==> src/rtl/stage_mem_pkg.sv <==
// rtl/stage_mem_pkg.sv - shared opcodes, funct3 codes, FSM encodings and byte counts for the memory stage
package stage_mem_pkg;

    localparam logic [6:0] OPC_LOAD  = 7'b0000011;
    localparam logic [6:0] OPC_STORE = 7'b0100011;
    localparam logic [6:0] OPC_OP    = 7'b0110011;

    localparam logic [2:0] F3_LB  = 3'b000;
    localparam logic [2:0] F3_LH  = 3'b001;
    localparam logic [2:0] F3_LW  = 3'b010;
    localparam logic [2:0] F3_LBU = 3'b100;
    localparam logic [2:0] F3_LHU = 3'b101;
    localparam logic [2:0] F3_SB  = 3'b000;
    localparam logic [2:0] F3_SH  = 3'b001;
    localparam logic [2:0] F3_SW  = 3'b010;

    localparam logic [1:0] MEM_IDLE = 2'd0;
    localparam logic [1:0] MEM_BUSY = 2'd1;
    localparam logic [1:0] MEM_DONE = 2'd2;

    localparam logic [2:0] NBYTES_B = 3'd1;
    localparam logic [2:0] NBYTES_H = 3'd2;
    localparam logic [2:0] NBYTES_W = 3'd4;

    // Access size from funct3[1:0]; the 2'b11 code is caught by the caller as illegal.
    function automatic logic [2:0] mem_nbytes(input logic [1:0] size);
        case (size)
            2'b00:   mem_nbytes = NBYTES_B;
            2'b01:   mem_nbytes = NBYTES_H;
            default: mem_nbytes = NBYTES_W;
        endcase
    endfunction

endpackage

==> src/rtl/stage_mem_load_ext.sv <==
// rtl/stage_mem_load_ext.sv - sign/zero extension of the assembled load word
module mem_load_ext
    import stage_mem_pkg::*;
(
    input  logic [31:0] word_i,
    input  logic [2:0]  funct3_i,
    output logic [31:0] ext_o
);

    // Pick the extension rule from the load's funct3.
    always_comb begin
        case (funct3_i)
            F3_LB:   ext_o = {{24{word_i[7]}}, word_i[7:0]};
            F3_LH:   ext_o = {{16{word_i[15]}}, word_i[15:0]};
            F3_LBU:  ext_o = {24'h000000, word_i[7:0]};
            F3_LHU:  ext_o = {16'h0000, word_i[15:0]};
            default: ext_o = word_i;
        endcase
    end

endmodule

==> src/rtl/stage_mem.sv <==
// rtl/stage_mem.sv - memory-access stage with byte-serial LOAD/STORE over a shared byte port
module stage_mem
    import stage_mem_pkg::*;
#(
    parameter int ADDR_WIDTH = 32,
    parameter int CNT_WIDTH  = 3
)(
    input  logic                  clk,
    input  logic                  rst,
    input  logic                  rdy,
    input  logic [6:0]            opcode_i,
    input  logic [2:0]            funct3_i,
    input  logic [ADDR_WIDTH-1:0] mem_addr_i,
    input  logic [4:0]            wd_i,
    input  logic                  wreg_i,
    input  logic [31:0]           wdata_i,
    input  logic                  mem_gnt_i,
    input  logic [7:0]            mem_rdata_i,
    output logic                  mem_req_o,
    output logic                  mem_we_o,
    output logic [ADDR_WIDTH-1:0] mem_a_o,
    output logic [7:0]            mem_wdata_o,
    output logic [4:0]            wd_o,
    output logic                  wreg_o,
    output logic [31:0]           wdata_o,
    output logic                  stall_req_o
);

    logic [1:0]            r_state;
    logic [CNT_WIDTH-1:0]  r_issue;
    logic [CNT_WIDTH-1:0]  r_recv;
    logic                  r_store;
    logic [2:0]            r_funct3;
    logic                  r_rd_pend;
    logic [31:0]           r_word;

    logic [1:0]            w_state_nxt;
    logic [CNT_WIDTH-1:0]  w_nbytes;
    logic [CNT_WIDTH-1:0]  w_issue_nxt;
    logic [CNT_WIDTH-1:0]  w_recv_nxt;
    logic                  w_memop;
    logic                  w_illegal;
    logic                  w_start;
    logic                  w_req;
    logic                  w_grant;
    logic [31:0]           w_ext;

    logic                  w_we;
    logic [ADDR_WIDTH-1:0] w_a;
    logic [7:0]            w_bwdata;
    logic [4:0]            w_wd;
    logic                  w_wreg;
    logic [31:0]           w_wdata;
    logic                  w_stall;

    mem_load_ext u_load_ext (
        .word_i   (r_word),
        .funct3_i (r_funct3),
        .ext_o    (w_ext)
    );

    assign w_illegal   = ((opcode_i == OPC_LOAD) || (opcode_i == OPC_STORE)) && (funct3_i[1:0] == 2'b11);
    assign w_memop     = ((opcode_i == OPC_LOAD) || (opcode_i == OPC_STORE)) && !w_illegal;
    assign w_start     = (r_state == MEM_IDLE) && w_memop && rdy;
    assign w_nbytes    = CNT_WIDTH'(mem_nbytes(r_funct3[1:0]));
    assign w_req       = (r_state == MEM_BUSY) && rdy && (r_issue < w_nbytes);
    assign w_grant     = w_req && mem_gnt_i;
    assign w_issue_nxt = r_issue + {{(CNT_WIDTH-1){1'b0}}, w_grant};
    assign w_recv_nxt  = r_recv + {{(CNT_WIDTH-1){1'b0}}, r_rd_pend};

    // Next-state selection and the stage's combinational outputs.
    always_comb begin
        w_state_nxt = r_state;
        w_we        = 1'b0;
        w_a         = '0;
        w_bwdata    = 8'h00;
        w_wd        = wd_i;
        w_wreg      = 1'b0;
        w_wdata     = 32'h0;
        w_stall     = 1'b0;
        case (r_state)
            MEM_IDLE: begin
                if (w_memop) begin
                    w_stall = 1'b1;
                    if (rdy) w_state_nxt = MEM_BUSY;
                end else begin
                    w_wreg  = wreg_i && !w_illegal;
                    w_wdata = wdata_i;
                end
            end
            MEM_BUSY: begin
                w_stall  = 1'b1;
                w_we     = r_store;
                w_a      = mem_addr_i + {{(ADDR_WIDTH-CNT_WIDTH){1'b0}}, r_issue};
                w_bwdata = wdata_i[{r_issue[1:0], 3'b000} +: 8];
                if (rdy && ((r_store ? w_issue_nxt : w_recv_nxt) == w_nbytes))
                    w_state_nxt = MEM_DONE;
            end
            MEM_DONE: begin
                if (!r_store) begin
                    w_wreg  = wreg_i;
                    w_wdata = w_ext;
                end
                if (rdy) w_state_nxt = MEM_IDLE;
            end
            default: w_state_nxt = MEM_IDLE;
        endcase
    end

    // Outputs are forced low while reset is held so an aborted access releases the port at once.
    assign mem_req_o   = rst && w_req;
    assign mem_we_o    = rst && w_req && w_we;
    assign mem_a_o     = rst ? w_a      : '0;
    assign mem_wdata_o = rst ? w_bwdata : 8'h00;
    assign wd_o        = rst ? w_wd     : 5'd0;
    assign wreg_o      = rst && w_wreg;
    assign wdata_o     = rst ? w_wdata  : 32'h0;
    assign stall_req_o = rst && w_stall;

    // FSM, byte counters, read-return capture and per-access context.
    always_ff @(posedge clk or negedge rst) begin
        if (!rst) begin
            r_state   <= MEM_IDLE;
            r_issue   <= '0;
            r_recv    <= '0;
            r_store   <= 1'b0;
            r_funct3  <= 3'b000;
            r_rd_pend <= 1'b0;
            r_word    <= 32'h0;
        end else begin
            r_state   <= w_state_nxt;
            r_issue   <= w_issue_nxt;
            r_recv    <= w_recv_nxt;
            r_rd_pend <= w_grant && !r_store;
            if (r_rd_pend)
                r_word[{r_recv[1:0], 3'b000} +: 8] <= mem_rdata_i;
            if (w_start) begin
                r_issue  <= '0;
                r_recv   <= '0;
                r_word   <= 32'h0;
                r_store  <= (opcode_i == OPC_STORE);
                r_funct3 <= funct3_i;
            end
        end
    end

endmodule

==> config.mk <==
export PLATFORM = sky130hd
export DESIGN_NAME = stage_mem
export DESIGN_NICKNAME = d
export VERILOG_FILES = /design/src/rtl/stage_mem_pkg.sv /design/src/rtl/stage_mem_load_ext.sv /design/src/rtl/stage_mem.sv
export SDC_FILE = /design/constraint.sdc
export NUM_CORES = 1
export LEC_CHECK = 0
export CORE_AREA = 2 2 97 99
export CTS_BUF_LIST = sky130_fd_sc_hd__clkbuf_8 sky130_fd_sc_hd__clkbuf_16
export DETAILED_ROUTE_END_ITERATION = 8
export DIE_AREA = 0 0 99 101
export PLACE_DENSITY_LB_ADDON = 0.12
export SYNTH_ARGS = -nofsm -noshare
export SYNTH_HDL_FRONTEND = slang
export SYNTH_SLANG_ARGS = --single-unit
==> constraint.sdc <==
create_clock -name clk -period 7.53 [get_ports clk]
set_input_delay 1.1295 -clock clk [delete_from_list [all_inputs] [get_ports clk]]
set_output_delay 1.1295 -clock clk [all_outputs]
set_load 0.05 [all_outputs]
==> metrics.cfg <==
[synth]
syn_inst = 480
ys_ff_latch = 45
yosysSeqAreaShare_pct = 28.11
muxShareOfSynthArea_pct = 7.089
synth_ff_type = dfrtp_1
synth_fa_ha_area_share_pct = 4.560
synth-compound-area-share_pct = 24.05
syn_area_sq_um = 4006
synth.avg_cell_area_sq_um = 8.347
synth_cell_types = 65
synth_edf_count = 0
synth-xor-area-share_pct = 2.842
synthSimpleGateAreaFrac_pct = 28.58
syn_nets = 586
synth_top_family_by_area = simple AND/OR/NAND/NOR gates
ys_warn_count = 0
async_flop_share_pct = 100.0

[job]
drv_cap = 0

[clocking]
cts_setup_buffers = 0
cts.reportedPaths.clkPinSlew_ns = 0.08
clk_latency_ns = 0.30
clockBufferDepth = 2
cts_tree = yes
hold_buffers = 0
numCtsBuffers = 5
cts_resized = 0
htree_levels = 2
clock-root-buffer = clkbuf_8
cts.sinks = 45

[sta]
post-route-period-util_pct = 68.33
finalWorstPathRequiredPeriod_ns = 5.146
finalSetupViolCount = 0
fmax_mhz = 194.3
rsz0062_at_grt = false
fin_skew_ns = 0.006317
timing.final.max_slew_violations = 0
slew_headroom_pct = 22.90
hold_viol_final = 0
final.setup.tns_ns = 0
tightest_slew_ns = 1.149

[pwr]
leakage_nw = 2.292
total_power_mw = 0.8533
p_clk_share_pct = 21.9
p_per_area_nw_per_um2 = 144.8
power.internal_mw = 0.5305
power_frac_comb_pct = 42.0
p_seq_share_pct = 36.1
p_sw_mw = 0.3228
switching_share_pct = 37.83
peakVddDrop_mv = 0.2145

[global_route]
grt_max_degree = 42
grt.total_usage_pct = 28.06
gr-total-overflow = 0
antenna_found_initial = 0
grt_pass1_vias = 4069
grt_pass1_wl_microns = 22460

[placement]
finalWeightedCongestion = 0.9194
dpl.hpwl_microns = 11320
placed_cells = 739
portBuffers = 172

[worst_setup_path]
r2r_start = r_funct3[1]
cp.arrival_ns = 4.02
worstPathMaxFanout = 10
required_ns = 6.40
start_kind = primary input
crit_type = primary input to output port
end_kind = output port
startpoint = mem_addr_i[0]

[finish]
final_common_cell = clkdlybuf4s50_1
drive_gt1_share_pct = 7.233
layout_common_cells = 171 x clkdlybuf4s50_1, 78 x nor2_1, 45 x dfrtp_1
n_antenna_cell = 0
final_cells = 747
area_delta_synth_final_pct = 47.10
nets = 741

[floorplanning]
die_x_microns = 99
pin_count = 173
rows = 35
die_y_microns = 101
die_area_sq_um = 9999
coreArea_sq_um = 8977
initial_utilization_pct = 44.63

[worst_hold_path]
holdCritStartpoint = r_word[13]
hold_path.class = register to register

[routing]
vias = 4505
wl_per_cell_microns = 19.61
via_per_inst = 6.031
postRouteWirelength_microns = 14650
drt_first_pass_iters = 7
post-route-drc-count = 0
ant_nets = 0
drtIter0Drc = 274

[run_status]
outcome = finished, final reports clean

[power groups by stage]
| stage | registers, mW | logic [mW] | clock network [mW] |
|---|---|---|---|
| after floorplan | 0.280 | 0.242 | 0 |
| after global placement | 0.310 | 0.349 | 0 |
| after detailed placement | 0.312 | 0.356 | 0 |
| after CTS | 0.307 | 0.358 | 0.190 |
| after global routing | 0.312 | 0.386 | 0.198 |
| final | 0.308 | 0.358 | 0.187 |
[path summary, 6_finish.rpt]
kind	end	slack [ns]	cells past startpoint
worst max-delay path	mem_a_o[30]	2.38	8
worst min-delay path	r_word[13]	0.51	1
worst max register to register	r_state[0]	4.00	13
worst min register to register	r_word[13]	0.51	1
max in group asynchronous	r_word[19]	6.06	2
min in group asynchronous	r_funct3[2]	0.68	1
[logic make-up after synthesis]
logic type / after synthesis
simple gates: 208
compound gates: 139
xor+xnor: 13
mux: 18
flops: 45
fa+ha+maj: 14
buf+inv: 43
[Yosys cell counts (8+ instances only)]
| master | count | area, sq um |
|---|---|---|
| dfrtp_1 | 45 | 1126 |
| a32oi_1 | 16 | 140.1 |
| nor2_1 | 78 | 292.8 |
| nand3_1 | 9 | 45.04 |
| xnor2_1 | 8 | 70.07 |
| and2_1 | 16 | 100.1 |
| buf_2 | 10 | 50.05 |
| inv_1 | 13 | 48.80 |
| a21oi_1 | 38 | 190.2 |
| clkbuf_1 | 15 | 56.30 |
| nand4_1 | 11 | 68.82 |
| a22oi_1 | 32 | 240.2 |
| nand2b_1 | 21 | 131.4 |
| ha_1 | 13 | 162.7 |
| nand2_1 | 23 | 86.33 |
| mux4_2 | 8 | 180.2 |
| o21ai_0 | 15 | 75.07 |
[registers in the layout, summed over array words and instances, names as in the netlist]
name and flops:
r_funct3 3, r_issue 3, r_rd_pend 1, r_recv 3, r_state 2, r_store 1
r_word 32
[per-layer routing]
| layer | routed length (microns) | GRT usage, % |
|---|---|---|
| met2 | 6981 | 45.89 |
| met3 | 1300 | 3.329 |
| met4 | 323 | 8.114 |
| met5 | 0 | 0 |
| met1 | 6044 | 39.27 |
[critical path: stages]
cell and delay, ns:
clkdlybuf4s50_1 0.47, ha_1 0.20, fa_1 0.25, a21o_1 0.31, nand3_4 0.17, or4_1 0.49, a21oi_1 0.17, clkdlybuf4s50_1 0.83
[cell type report]
cell class	instances	area, sq um
fillers	787	3084
multi-input cells	392	2705
repair buffers	177	1754
flip-flops and latches	45	1126
well taps	111	138.9
clock buffers	6	82.58
inverters	14	52.55
clock inverters	2	33.78
[stage by stage]
| stage | area, sq um | hold WS [ns] | util, % | setup slack (ns) |
|---|---|---|---|---|
| 3_3_place_gp | 5777 | 0.4846 | 64.35 | 2.458 |
| 2_1_floorplan | 4006 | 0.4665 | - | 3.244 |
| 4_1_cts | 5893 | 0.5112 | 65.64 | 2.393 |
| 5_1_grt | 5893 | 0.5377 | 65.64 | 2.223 |
| 6_report | 5893 | 0.5109 | 65.64 | 2.385 |
| 3_5_place_dp | 5777 | 0.4899 | 64.35 | 2.409 |
(Power assumes the default switching activity.)
